===== src/rtl/shift_pkg.sv =====
// Shared definitions for the pipelined shifter/rotator.
// Provides the 3-bit operation type and its op-code values.
package shift_pkg;

    typedef logic [2:0] op_t;

    localparam op_t OP_SLL = 3'b000;
    localparam op_t OP_SRL = 3'b001;
    localparam op_t OP_SRA = 3'b010;
    localparam op_t OP_ROL = 3'b011;
    localparam op_t OP_ROR = 3'b100;

endpackage


===== src/rtl/shift_stage.sv =====
// One registered stage of the shifter: shifts by DIST when its amount bit
// is set, in the selected mode, and holds the result under back-pressure.
// Ports: in_* = operation from the previous stage; out_* = registered result.
// out_ready is the successor's readiness; loading happens when the stage
// is empty or its contents leave this cycle.
module shift_stage
    import shift_pkg::*;
#(
    parameter int WIDTH = 16,
    parameter int DIST  = 1,
    parameter int TAG_W = 4
) (
    input  logic                     clk,
    input  logic                     rst_n,
    input  logic                     in_valid,
    input  logic [WIDTH-1:0]         in_data,
    input  logic [$clog2(WIDTH)-1:0] in_amt,
    input  op_t                      in_op,
    input  logic [TAG_W-1:0]         in_tag,
    output logic                     out_valid,
    input  logic                     out_ready,
    output logic [WIDTH-1:0]         out_data,
    output logic [$clog2(WIDTH)-1:0] out_amt,
    output op_t                      out_op,
    output logic [TAG_W-1:0]         out_tag
);

    localparam int K = $clog2(DIST);

    logic [WIDTH-1:0] shifted;
    logic             load;

    // Right shifts never change the MSB position, so the local MSB is
    // still the original operand's sign bit at every stage.
    always_comb begin
        shifted = in_data;
        if (in_amt[K]) begin
            unique case (in_op)
                OP_SLL:  shifted = in_data << DIST;
                OP_SRL:  shifted = in_data >> DIST;
                OP_SRA:  shifted = $signed(in_data) >>> DIST;
                OP_ROL:  shifted = {in_data[WIDTH-1-DIST:0],
                                    in_data[WIDTH-1:WIDTH-DIST]};
                OP_ROR:  shifted = {in_data[DIST-1:0],
                                    in_data[WIDTH-1:DIST]};
                default: shifted = in_data;
            endcase
        end
    end

    assign load = !out_valid || out_ready;

    always_ff @(posedge clk or negedge rst_n) begin
        if (!rst_n) begin
            out_valid <= 1'b0;
            out_data  <= '0;
            out_amt   <= '0;
            out_op    <= '0;
            out_tag   <= '0;
        end else if (load) begin
            out_valid <= in_valid;
            // Payload only moves on a real transfer so it stays quiet
            // while bubbles pass.
            if (in_valid) begin
                out_data <= shifted;
                out_amt  <= in_amt;
                out_op   <= in_op;
                out_tag  <= in_tag;
            end
        end
    end

endmodule


===== src/rtl/shift_pipe.sv =====
// Pipelined multi-mode shifter/rotator with valid/ready at both ends.
// Ports: in_valid/in_ready/in_data/in_amt/in_op/in_tag accept an operation;
// out_valid/out_ready/out_data/out_tag return the result, one stage per
// amount bit, in order.
module shift_pipe
    import shift_pkg::*;
#(
    parameter int WIDTH = 16,
    parameter int TAG_W = 4,
    parameter int LOG2W = $clog2(WIDTH)
) (
    input  logic             clk,
    input  logic             rst_n,
    input  logic             in_valid,
    output logic             in_ready,
    input  logic [WIDTH-1:0] in_data,
    input  logic [LOG2W-1:0] in_amt,
    input  op_t              in_op,
    input  logic [TAG_W-1:0] in_tag,
    output logic             out_valid,
    input  logic             out_ready,
    output logic [WIDTH-1:0] out_data,
    output logic [TAG_W-1:0] out_tag
);

    logic [LOG2W:0]   vld;
    logic [LOG2W:0]   rdy;
    logic [WIDTH-1:0] dat [LOG2W+1];
    logic [LOG2W-1:0] amt [LOG2W+1];
    op_t              op  [LOG2W+1];
    logic [TAG_W-1:0] tag [LOG2W+1];
    logic             unused_tail;

    assign vld[0] = in_valid;
    assign dat[0] = in_data;
    assign amt[0] = in_amt;
    assign op[0]  = in_op;
    assign tag[0] = in_tag;

    // Ready ripples back from the consumer: a stage can take new data
    // when its register is empty or its occupant moves on this cycle.
    always_comb begin
        rdy        = '0;
        rdy[LOG2W] = out_ready;
        for (int k = LOG2W - 1; k >= 0; k--) begin
            rdy[k] = !vld[k+1] || rdy[k+1];
        end
    end

    for (genvar k = 0; k < LOG2W; k++) begin : g_stage
        shift_stage #(
            .WIDTH (WIDTH),
            .DIST  (1 << k),
            .TAG_W (TAG_W)
        ) u_stage (
            .clk       (clk),
            .rst_n     (rst_n),
            .in_valid  (vld[k]),
            .in_data   (dat[k]),
            .in_amt    (amt[k]),
            .in_op     (op[k]),
            .in_tag    (tag[k]),
            .out_valid (vld[k+1]),
            .out_ready (rdy[k+1]),
            .out_data  (dat[k+1]),
            .out_amt   (amt[k+1]),
            .out_op    (op[k+1]),
            .out_tag   (tag[k+1])
        );
    end

    assign in_ready  = rdy[0];
    assign out_valid = vld[LOG2W];
    assign out_data  = dat[LOG2W];
    assign out_tag   = tag[LOG2W];

    // Amount and op are spent once the last stage has used them.
    assign unused_tail = ^{amt[LOG2W], op[LOG2W]};

endmodule


===== config.mk =====
export PLATFORM = sky130hd
export DESIGN_NAME = shift_pipe
export DESIGN_NICKNAME = d
export VERILOG_FILES = /design/src/rtl/shift_pkg.sv /design/src/rtl/shift_stage.sv /design/src/rtl/shift_pipe.sv
export SDC_FILE = /design/constraint.sdc
export NUM_CORES = 1
export LEC_CHECK = 0
export BUFFER_PORTS_ARGS = -buffer_cell sky130_fd_sc_hd__buf_2
export CAP_MARGIN = 20
export CORE_ASPECT_RATIO = 0.7
export CORE_MARGIN = 2
export CORE_UTILIZATION = 30
export CTS_CLUSTER_DIAMETER = 200
export DETAILED_ROUTE_END_ITERATION = 8
export PLACE_DENSITY = 0.44
export RECOVER_POWER = 25
export SLEW_MARGIN = 20
export SYNTH_ARGS = -nofsm -noshare
export SYNTH_HDL_FRONTEND = slang
export SYNTH_SLANG_ARGS = --single-unit

===== constraint.sdc =====
create_clock -name clk -period 3.9 [get_ports clk]
set_clock_uncertainty 0.05 [all_clocks]
set_input_delay 0.195 -clock clk [delete_from_list [all_inputs] [get_ports clk]]
set_output_delay 0.195 -clock clk [all_outputs]
set_load 0.02 [all_outputs]

==> impl_metrics.ini <==
[global_routing]
antenna_found_initial = 0
grt_usage_pct = 15.75
gr-total-overflow = 0
first_global_vias = 4973
grt_start_max_net_pins = 74
grt_pass1_wl_um = 26900

[logic_synthesis]
ys_ff_latch = 99
synthTopCellsByArea = dfrtp_1 41%, nand2_1 8.5%, mux2i_1 4.9%
synth_xor_xnor_area_share_pct = 0.9643
synthDominantCellAreaShare_pct = 40.62
netlist_instances = 688
synth_top_cell_by_area = dfrtp_1
async_flop_share_pct = 100.0
synth_top_family_by_area = compound AO/OA/AOI/OAI gates
ys.flop_type = dfrtp_1
syn-num-nets = 719
synth_fa_ha_area_share_pct = 0.6565
synth_compound_area_share_pct = 21.05
avgSynthCellArea_um2 = 8.864
syn_area_mm2 = 0.006098
ys_seq_area_share_pct = 40.62
muxShareOfSynthArea_pct = 9.725
synthSimpleGateAreaFrac_pct = 19.68
ys_warn_count = 0
synth_cell_types = 60
synth_edf_count = 0

[clocking]
cts_buffer_depth = 2
cts_root_buffer = clkbuf_16
cts_hold_buf = 6
cts_tree = built
cts_resized = 0
numCtsBuffers = 9
cts_setup_buffers = 0
cts.sinks = 99
path_clk_slew_ns = 0.07
cts_max_level = 3
clock_latency_ns = 0.36

[critical_path]
cp_max_fo = 26
critPathArrivalTime_ns = 2.37
rr_worst_depth = 4
crit_family = flip-flops
slowest_delay_ns = 0.93
reg2reg_to = g_stage[2].u_stage.out_data[14]$_DFFE_PN0P_
worst_setup_path_start_kind = register
crit_chain = or2_1 > a21boi_4 > o21a_1 > a22o_1
rrSetupSlack_ns = 1.72
r2r_start = g_stage[1].u_stage.out_op[0]$_DFFE_PN0P_
critPathKind = reg -> reg
worstPathRequired_ns = 4.09
worstSetupEndpointType = register
cp.buffers_inverters = 0
crit_path_top_delay_cell = dfrtp_1

[power]
p_sw_mw = 1.741
pwr-share-seq_pct = 44.0
p_int_mw = 2.429
switching_share_pct = 41.75
power_frac_clock_pct = 21.5
pwr-share-comb_pct = 34.5
leakagePower_nw = 2.783
powerDensity_mw_per_mm2 = 624.8
ir_worst_vdd_mv = 0.2018

[routing]
vias_per_cell = 5.366
vias = 5178
top_layer = met4
wl_met3_um = 635
drc = 0
drtAntennaViolNets = 0
drt_first_pass_iters = 5
drtIter0Drc = 341
wl_met2_um = 6756
met1Wirelength_um = 8863
wl_per_cell_um = 16.97
drt_wl_total_um = 16380

[layout]
area_delta_synth_final_pct = 9.458
fin_util_pct = 33.62
fillers = 2105
finalInstanceArea_mm2 = 0.006675
post_route_cells_drive_above_1_share_pct = 10.94
fin_nets = 721
antenna_cells = 0

[floorplanning]
ios = 53
initial_core_util_pct = 30.72
die_x_um = 174.4
dieArea_mm2 = 0.02150
std_cell_rows = 43
core_mm2 = 0.01985
die_h_um = 123.3

[worst_hold_path]
min_from = in_amt[3]
hold_end = g_stage[0].u_stage.out_amt[3]$_DFFE_PN0P_
hold_depth = 2
hold_class = in -> reg

[sta]
worst_slew_pin_slew_ns = 1.827
rsz0062_at_grt = false
slew_headroom_pct = -21.78
post-route-min-period_ns = 2.181
setup-tns-final_ns = 0
hold_violations = 0
maxSlewViolCount = 74
setup_violations = 0
period_share_pct = 55.93
fmax_ghz = 0.4585

[outcome]
status = finished with violations
violations = max-capacitance violations, max-slew violations

[placed_design]
numPortBuffers = 52
gp_congestion = 0.8651
place_area_mm2 = 0.006329
dp_hpwl_um = 11870

[run]
maxCapViolations = 1
flip-flops by register name, indices dropped and copies added (netlist names):
signal	flops
g_stage.u_stage.out_amt	6
g_stage.u_stage.out_data	64
g_stage.u_stage.out_tag	16
g_stage.u_stage.out_op	9
g_stage.u_stage.out_valid	4
cells in the final DEF (no fill, tap or decap), drive strengths merged, types with 14 or more instances in the layout:
cell type,count
o2111ai,17
o31ai,14
dfrtp,99
nand2,138
mux2i,30
o21ai,69
o22ai,19
nor2,39
clkbuf,31
nand4b,14
a21oi,15
inv,17
buf,34
mux2,26
cell usage after synthesis (13+ instances only):
library cell	n
o21ai_0	17
a22o_1	13
nand2_1	138
o22ai_1	19
clkbuf_1	30
dfrtp_1	99
o2111ai_1	17
a21oi_1	13
nand4b_1	14
buf_2	17
mux2_2	14
o31ai_1	13
buf_4	21
mux2i_1	30
o21ai_1	50
nor2_1	38
metrics by stage:
stage	setup WS [ns]	power (mW)	hold slack, ns	std cells
5_1_grt	1.353	4.479	0.02562	965
2_1_floorplan	2.258	2.938	-0.1506	688
3_5_place_dp	1.758	3.307	0.3545	942
6_report	1.719	4.170	0.02420	965
4_1_cts	1.753	4.226	0.006310	964
3_3_place_gp	1.812	3.296	0.3385	942
area by class of cell:
class	count	area (um^2)	area share (%)
Sequential cell	99	2477	37.11
Inverter	12	45.04	0.6748
Timing Repair Buffer	63	334.1	5.005
Clock buffer	9	225.2	3.374
Tap cell	270	337.8	5.061
Clock inverter	7	70.07	1.050
Multi-Input combinational cell	505	3186	47.72
power groups by stage:
stage,Combinational (mW),Clock (mW),Sequential (mW)
2_1_floorplan,1.33,0,1.61
6_report,1.44,0.896,1.83
3_3_place_gp,1.46,0,1.84
5_1_grt,1.60,0.976,1.90
3_5_place_dp,1.46,0,1.84
4_1_cts,1.47,0.927,1.83
worst max path at each step:
stage | startpoint | end | slack [ns] | cells after the start
after floorplan | g_stage[3].u_stage.out_valid$_DFFE_PN0P_ | g_stage[0].u_stage.out_op[0]$_DFFE_PN0P_ | 2.26 | 4
after global placement | out_ready | g_stage[0].u_stage.out_data[4]$_DFFE_PN0P_ | 1.81 | 6
after detailed placement | g_stage[1].u_stage.out_op[0]$_DFFE_PN0P_ | g_stage[2].u_stage.out_data[14]$_DFFE_PN0P_ | 1.76 | 4
after CTS | g_stage[1].u_stage.out_op[0]$_DFFE_PN0P_ | g_stage[2].u_stage.out_data[14]$_DFFE_PN0P_ | 1.75 | 4
after global routing | rst_n | g_stage[2].u_stage.out_data[2]$_DFFE_PN0P_ | 1.35 | 3
final | g_stage[1].u_stage.out_op[0]$_DFFE_PN0P_ | g_stage[2].u_stage.out_data[14]$_DFFE_PN0P_ | 1.72 | 4
logic make-up (layout without fill, tap and decap cells):
group,count (synthesis),in the layout
and+or+nand+nor,253,253
muxes,56,56
adders and majority gates,4,4
DFF,99,99
xor gates and xnor gates,5,5
AOI/OAI and AO/OA,187,187
buffers and inverters,84,91
routing by layer:
metal  GRT usage, %  up-vias
met5              0        -
met4          3.834        0
met3          2.860       11
met2          21.73      115
met1          24.86     2574
li1               -     2478
Power figures use the tool's default switching activity.
